### src/rtl/dcsr_pkg.sv
// rtl/dcsr_pkg.sv - shared types, constants and dcsr bit positions for the debug controller
package dcsr_pkg;

  typedef enum logic [2:0] {
    CAUSE_NONE    = 3'd0,
    CAUSE_EBREAK  = 3'd1,
    CAUSE_TRIGGER = 3'd2,
    CAUSE_HALTREQ = 3'd3,
    CAUSE_STEP    = 3'd4
  } dcsr_cause_e;

  typedef enum logic [1:0] {
    ST_RUN,
    ST_STEP,
    ST_DEBUG,
    ST_RESUMING
  } dbg_state_e;

  localparam logic [1:0] PRV_U = 2'd0;
  localparam logic [1:0] PRV_M = 2'd3;

  localparam int XDEBUGVER_LSB = 28;
  localparam int EBREAKM_BIT   = 15;
  localparam int EBREAKU_BIT   = 12;
  localparam int STOPCYCLE_BIT = 10;
  localparam int STOPTIME_BIT  = 9;
  localparam int CAUSE_LSB     = 6;
  localparam int STEP_BIT      = 2;
  localparam int PRV_LSB       = 0;

  // prv is WARL: the unsupported encodings 1 and 2 leave the old value in place
  function automatic logic [1:0] warl_prv(input logic [1:0] old_prv, input logic [1:0] new_prv);
    return ((new_prv == 2'd1) || (new_prv == 2'd2)) ? old_prv : new_prv;
  endfunction

endpackage

### src/rtl/dcsr_entry_arb.sv
// rtl/dcsr_entry_arb.sv - fixed-priority selection of the debug-entry cause
module dcsr_entry_arb
  import dcsr_pkg::*;
(
  input  logic       trigger_hit_i,
  input  logic       ebreak_en_i,
  input  logic       haltreq_i,
  input  logic       step_done_i,
  output logic       take_debug_o,
  output logic [2:0] cause_o
);

  always_comb begin
    take_debug_o = 1'b1;
    cause_o      = CAUSE_NONE;
    if (trigger_hit_i)      cause_o = CAUSE_TRIGGER;
    else if (ebreak_en_i)   cause_o = CAUSE_EBREAK;
    else if (haltreq_i)     cause_o = CAUSE_HALTREQ;
    else if (step_done_i)   cause_o = CAUSE_STEP;
    else                    take_debug_o = 1'b0;
  end

endmodule

### src/rtl/dcsr_debug_ctrl.sv
// rtl/dcsr_debug_ctrl.sv - dcsr register and hart debug-mode state machine
module dcsr_debug_ctrl
  import dcsr_pkg::*;
#(
  parameter logic [3:0] XDEBUGVER = 4'd4,
  parameter logic [1:0] RESET_PRV = 2'd3
) (
  input  logic        clock,
  input  logic        reset,
  input  logic        haltreq,
  input  logic        resumereq,
  input  logic        ebreak_valid,
  input  logic        trigger_hit,
  input  logic        retire_valid,
  input  logic [1:0]  cur_prv,
  input  logic        csr_wen,
  input  logic [31:0] csr_wdata,
  output logic        debug_mode,
  output logic        enter_debug,
  output logic        resume_ack,
  output logic [1:0]  resume_prv,
  output logic [31:0] dcsr_rdata,
  output logic [1:0]  prv,
  output logic        step,
  output logic [2:0]  cause,
  output logic        stoptime,
  output logic        stopcycle,
  output logic        ebreaku,
  output logic        ebreakm,
  output logic        ebreaks,
  output logic        ebreakh,
  output logic [1:0]  xdebugver
);

  dbg_state_e state_q, state_d;
  logic [1:0] prv_q, prv_d, resume_prv_q, resume_prv_d;
  logic [2:0] cause_q, cause_d;
  logic       step_q, step_d, stoptime_q, stoptime_d, stopcycle_q, stopcycle_d;
  logic       ebreaku_q, ebreaku_d, ebreakm_q, ebreakm_d, enter_q, enter_d;

  logic       evt_window, ebreak_en, take_debug;
  logic [2:0] arb_cause;
  logic       unused_wdata;

  assign unused_wdata = ^{csr_wdata[31:16], csr_wdata[14:13], csr_wdata[11], csr_wdata[8:3]};

  // Entry events only count while the hart is executing (RUN or single-step)
  assign evt_window = (state_q == ST_RUN) || (state_q == ST_STEP);
  assign ebreak_en  = ebreak_valid && (((cur_prv == PRV_M) && ebreakm_q) ||
                                       ((cur_prv == PRV_U) && ebreaku_q));

  dcsr_entry_arb u_entry_arb (
    .trigger_hit_i (evt_window && trigger_hit),
    .ebreak_en_i   (evt_window && ebreak_en),
    .haltreq_i     (evt_window && haltreq),
    .step_done_i   ((state_q == ST_STEP) && retire_valid),
    .take_debug_o  (take_debug),
    .cause_o       (arb_cause)
  );

  always_comb begin
    state_d      = state_q;
    prv_d        = prv_q;
    resume_prv_d = resume_prv_q;
    cause_d      = cause_q;
    step_d       = step_q;
    stoptime_d   = stoptime_q;
    stopcycle_d  = stopcycle_q;
    ebreaku_d    = ebreaku_q;
    ebreakm_d    = ebreakm_q;
    enter_d      = 1'b0;
    case (state_q)
      ST_RUN, ST_STEP: begin
        if (take_debug) begin
          state_d = ST_DEBUG;
          cause_d = arb_cause;
          prv_d   = cur_prv;
          enter_d = 1'b1;
        end
      end
      ST_DEBUG: begin
        if (csr_wen) begin
          step_d      = csr_wdata[STEP_BIT];
          stoptime_d  = csr_wdata[STOPTIME_BIT];
          stopcycle_d = csr_wdata[STOPCYCLE_BIT];
          ebreaku_d   = csr_wdata[EBREAKU_BIT];
          ebreakm_d   = csr_wdata[EBREAKM_BIT];
          prv_d       = warl_prv(prv_q, csr_wdata[PRV_LSB +: 2]);
        end
        // A write in the same cycle as resume must be visible to the resume
        if (resumereq) begin
          state_d      = ST_RESUMING;
          resume_prv_d = prv_d;
        end
      end
      ST_RESUMING: state_d = step_q ? ST_STEP : ST_RUN;
      default:     state_d = ST_RUN;
    endcase
  end

  always_ff @(posedge clock) begin
    if (reset) begin
      state_q      <= ST_RUN;
      prv_q        <= RESET_PRV;
      resume_prv_q <= RESET_PRV;
      cause_q      <= CAUSE_NONE;
      step_q       <= 1'b0;
      stoptime_q   <= 1'b0;
      stopcycle_q  <= 1'b0;
      ebreaku_q    <= 1'b0;
      ebreakm_q    <= 1'b0;
      enter_q      <= 1'b0;
    end else begin
      state_q      <= state_d;
      prv_q        <= prv_d;
      resume_prv_q <= resume_prv_d;
      cause_q      <= cause_d;
      step_q       <= step_d;
      stoptime_q   <= stoptime_d;
      stopcycle_q  <= stopcycle_d;
      ebreaku_q    <= ebreaku_d;
      ebreakm_q    <= ebreakm_d;
      enter_q      <= enter_d;
    end
  end

  assign debug_mode  = (state_q == ST_DEBUG) || (state_q == ST_RESUMING);
  assign enter_debug = enter_q;
  assign resume_ack  = (state_q == ST_RESUMING);
  assign resume_prv  = resume_prv_q;
  assign prv         = prv_q;
  assign step        = step_q;
  assign cause       = cause_q;
  assign stoptime    = stoptime_q;
  assign stopcycle   = stopcycle_q;
  assign ebreaku     = ebreaku_q;
  assign ebreakm     = ebreakm_q;
  assign ebreaks     = 1'b0;
  assign ebreakh     = 1'b0;
  assign xdebugver   = XDEBUGVER[1:0];

  always_comb begin
    dcsr_rdata                               = '0;
    dcsr_rdata[XDEBUGVER_LSB +: 4]           = XDEBUGVER;
    dcsr_rdata[EBREAKM_BIT]                  = ebreakm_q;
    dcsr_rdata[EBREAKU_BIT]                  = ebreaku_q;
    dcsr_rdata[STOPCYCLE_BIT]                = stopcycle_q;
    dcsr_rdata[STOPTIME_BIT]                 = stoptime_q;
    dcsr_rdata[CAUSE_LSB +: 3]               = cause_q;
    dcsr_rdata[STEP_BIT]                     = step_q;
    dcsr_rdata[PRV_LSB +: 2]                 = prv_q;
  end

endmodule
### config.mk
export PLATFORM = sky130hd
export DESIGN_NAME = dcsr_debug_ctrl
export DESIGN_NICKNAME = d
export VERILOG_FILES = /design/src/rtl/dcsr_pkg.sv /design/src/rtl/dcsr_entry_arb.sv /design/src/rtl/dcsr_debug_ctrl.sv
export SDC_FILE = /design/constraint.sdc
export NUM_CORES = 1
export LEC_CHECK = 0
export BUFFER_PORTS_ARGS = -buffer_cell sky130_fd_sc_hd__clkbuf_2
export CAP_MARGIN = 20
export CORE_ASPECT_RATIO = 0.5
export CORE_MARGIN = 4
export CORE_UTILIZATION = 37
export DETAILED_ROUTE_END_ITERATION = 16
export PLACE_DENSITY_LB_ADDON = 0.15
export SYNTH_ARGS = -nofsm -noshare
export SYNTH_HDL_FRONTEND = slang
export SYNTH_SLANG_ARGS = --single-unit
export TNS_END_PERCENT = 100
### constraint.sdc
create_clock -name clock -period 1.51 [get_ports clock]
set_input_delay 0.151 -clock clock [delete_from_list [all_inputs] [get_ports clock]]
set_output_delay 0.151 -clock clock [all_outputs]
set_load 0.1 [all_outputs]
==> impl.org <==
** Outcome
- Result of the run :: complete, no violations

** Worst hold path
- Worst Min Path Start :: csr_wdata[12]
- The worst hold path was traced through 3 stages.
- Destination of the worst hold path :: ebreaku
- Type of the worst min-delay path :: input pin to register

** STA
- Highest clock frequency the design can meet :: 732 MHz
- Setup tns final :: 0 ps
- Setup repair after global routing left no endpoint under its margin.
- Layout Skew :: 5.84 ps
- The final-report hold violation count came to 0.
- Final setup violation count :: 0
- For the pin with the worst max-slew slack, the measured transition is 544 ps.
- Subtracting the final worst setup slack from the clock period gives 1370 ps.
- Normalized max-slew margin :: 0.639
- Final slew viol count :: 0
- Dividing the final minimum period by the clock period gives 0.904.

** Pwr
- Sequential Power Share :: 0.281
- Of the total power, combinational logic draws 0.517.
- Cell internal power dissipation :: 0.720 mW
- Of the total power, the share spent switching nets is 0.558.
- Leakage :: 0.549 nW
- Fraction of power consumed by the clock network :: 0.202
- Dividing total power by cell area gives a power density of 1400 mW/mm2.
- Summed over all nets, the switching power comes to 0.910 mW.
- Across the VDD grid, the largest voltage drop is 0.000444 V.

** Detailed routing
- Initial DRC count :: 21
- Number of search-and-repair iterations in the first detailed-routing pass :: 4
- Once detail routing completed, the nets flagged for antenna violations numbered 0.
- In the final routed layout, each cell accounts on average for 11.3 um.
- For this run, design rule violations remaining after detail routing come to 0.
- After detailed routing, the number of vias per cell comes to 4.42.
- Total length of routed wires :: 2.07 mm
- The detailed router placed 809 vias in this run.

** Yosys
- Register bit count reported by yosys :: 15
- The share of synthesized area in the top cell type comes to 0.288.
- Mean instance size in the synthesized netlist :: 8.76 um2
- Primary FF master, synth :: dfxtp_1
- After technology mapping, the gate count stands at 119.
- Most area-hungry cell type in the Yosys netlist :: dfxtp_1
- EDFF count, synth :: 0
- In the synthesized netlist the async set-or-reset flop fraction comes to 0.
- Register area share after synthesis :: 0.288
- Unique masters post-synth :: 33
- During synthesis, Yosys emitted a total of 0 warnings.
- Cell types occupying the most area after synthesis :: dfxtp_1 29%, buf_4 26%, a221oi_2 4.3%, a21oi_1 3.8%, nand3_1 2.9%
- The mapped netlist covers 0.00104 mm2.

** Floorplanning
- Count of boundary I/O pins :: 93
- The die covers 0.00378 mm2.
- The initial utilization of the core area, before any placement, comes to 0.396.
- From bottom edge to top edge, the die measures 45.5 um.
- Core region area :: 0.00264 mm2
- Placement row count :: 13
- The die is 83.1 um wide.

** Layout
- Post-route cell area :: 0.00116 mm2
- Area growth from synthesis to layout :: 11.5%
- Share of post-route cells with drive strength above 1 :: 0.473
- After filler insertion, the fill cell instance count of the layout stands at 285.
- The repair_antennas step left the layout with diodes totalling 0.
- For this run, the post-layout net count is 189.
- Most common cell after layout, fill and taps aside :: clkbuf_2
- Commonest non-fill, non-tap cells in the layout :: 39 x clkbuf_2, 26 x conb_1, 8 x nand2_1, 8 x a21oi_1, 8 x dfxtp_2

** Global route
- The number of antenna violations at the first check in global routing came to 0.
- The first global-routing pass estimated 3.34 mm of wire.
- The total overflow left after global routing is 0.
- Maximum number of pins on one net before global-route repair :: 19
- Vias in the first global route :: 723
- Across every metal layer, demand over resource in global routing totals 0.111.

** Clocking
- For this design, the CTS-stage hold fixing added 0 buffers.
- TritonCTS created 3 clock buffers.
- Clock root buffer :: clkbuf_8
- Setup Fix Bufs, Post-CTS :: 0
- The longest clock path from root to sink contains 2 buffers.
- Clock sink total :: 15
- Worst skew pair latency :: 250 ps
- CTS built an H-tree with a depth of 1.
- After clock tree synthesis, the clock-pin slew on the worst setup and hold paths is 60 ps.
- TritonCTS built the clock tree.
- # resized after CTS :: 0

** Place
- Total half-perimeter wirelength after legalization and detailed placement :: 1.65 mm
- During placement, the flow inserted port buffers numbering 41.
- Post-placement cell area :: 0.00112 mm2
- Final estimated routing congestion in global placement :: 0.665

** Worst setup path
- Data on the critical path arrives at its endpoint at 1480 ps.
- Sort of element at the end of the critical path :: register
- Endpoint of the most critical register-to-register path :: prv[0]
- Required time worst endpoint :: 1630 ps
- Length in cells of the worst reg-to-reg path :: 4
- Along the worst path, the maximum fanout reaches 6.
- Setup slack on the worst reg-to-reg path comes out at 140 ps.
- The startpoint identified for the worst register-to-register timing path is state_q[0].
- By startpoint and endpoint, the worst setup path is classified as register to register.
- STA classifies the critical path startpoint as a register.

** Flow run
- The tool flagged a number of max-cap violations equal to 0.
==> layer usage <==
layer,global-route usage,vias to the layer above,share of wire
li1,-,402,-
met3,0.0415,2,0.10
met4,0.0391,0,0.0063
met5,0,-,0
met1,0.133,363,0.46
met2,0.186,42,0.43
==> per-stage QoR <==
stage	cells	hold slack (ps)	worst slack, ps	utilization	total power, mW
after global routing	183	136	46.1	0.441	1.70
after floorplan	143	288	45.6	-	1.30
after global placement	179	381	141	0.424	1.31
after CTS	183	112	138	0.441	1.65
final	183	113	144	0.441	1.63
after detailed placement	179	383	152	0.424	1.31
==> kinds of logic (layout without fill, tap and decap cells) <==
logic type	after synthesis	in the layout	share of synthesized area
buffers and inverters	45	48	0.301
AOI/OAI and AO/OA	26	26	0.230
other	2	26	0.00721
DFF	15	15	0.288
muxes	1	1	0.0108
and+or+nand+nor	30	30	0.162
==> worst max-delay path, cell delays in order (launching register included) <==
cell and delay (ps):
dfxtp_1 420, a21oi_2 110, o21a_4 230, a2111oi_2 410, a221oi_2 60
==> Yosys cell counts (2+ instances only) <==
| cell type | number |
|---|---|
| nor3_1 | 3 |
| a21oi_1 | 8 |
| a22oi_1 | 2 |
| nor2_1 | 5 |
| inv_1 | 3 |
| conb_1 | 2 |
| buf_4 | 36 |
| nand2_1 | 8 |
| buf_2 | 2 |
| dfxtp_1 | 15 |
| nand3_1 | 6 |
| a21o_1 | 3 |
| a211o_1 | 2 |
| a221oi_2 | 3 |
| clkbuf_1 | 2 |
| a2111oi_2 | 2 |
==> worst max path at each step <==
| stage | to | start |
|---|---|---|
| floorplan | prv[0] | ebreaku |
| global placement | prv[0] | state_q[0] |
| detailed placement | prv[0] | state_q[0] |
| CTS | prv[0] | state_q[0] |
| global route | cause[1] | state_q[1] |
| finish | prv[0] | state_q[0] |
==> final cells by class <==
| cell class | count | area (um2) | area share |
|---|---|---|---|
| clock inverter | 1 | 5.00 | 0.00431 |
| sequential | 15 | 318 | 0.273 |
| timing repair buffer | 41 | 223 | 0.192 |
| tap | 37 | 46.3 | 0.0398 |
| inverter | 3 | 11.3 | 0.00969 |
| multi-input combinational | 83 | 518 | 0.446 |
| clock buffer | 3 | 41.3 | 0.0355 |
==> power groups by stage <==
stage	combinational [mW]	sequential, mW	clock [mW]
finish	0.843	0.458	0.329
global route	0.873	0.463	0.360
CTS	0.844	0.458	0.345
detailed placement	0.843	0.467	0
global placement	0.844	0.466	0
floorplan	0.658	0.641	0
==> state kept, by name, indices dropped and copies added, names as in the netlist <==
signal       cells
step             1
stoptime         1
ebreaku          1
cause            3
state_q          2
enter_debug      1
resume_prv       2
prv              2
stopcycle        1
ebreakm          1
No activity file was read; power rests on OpenSTA's default activity.
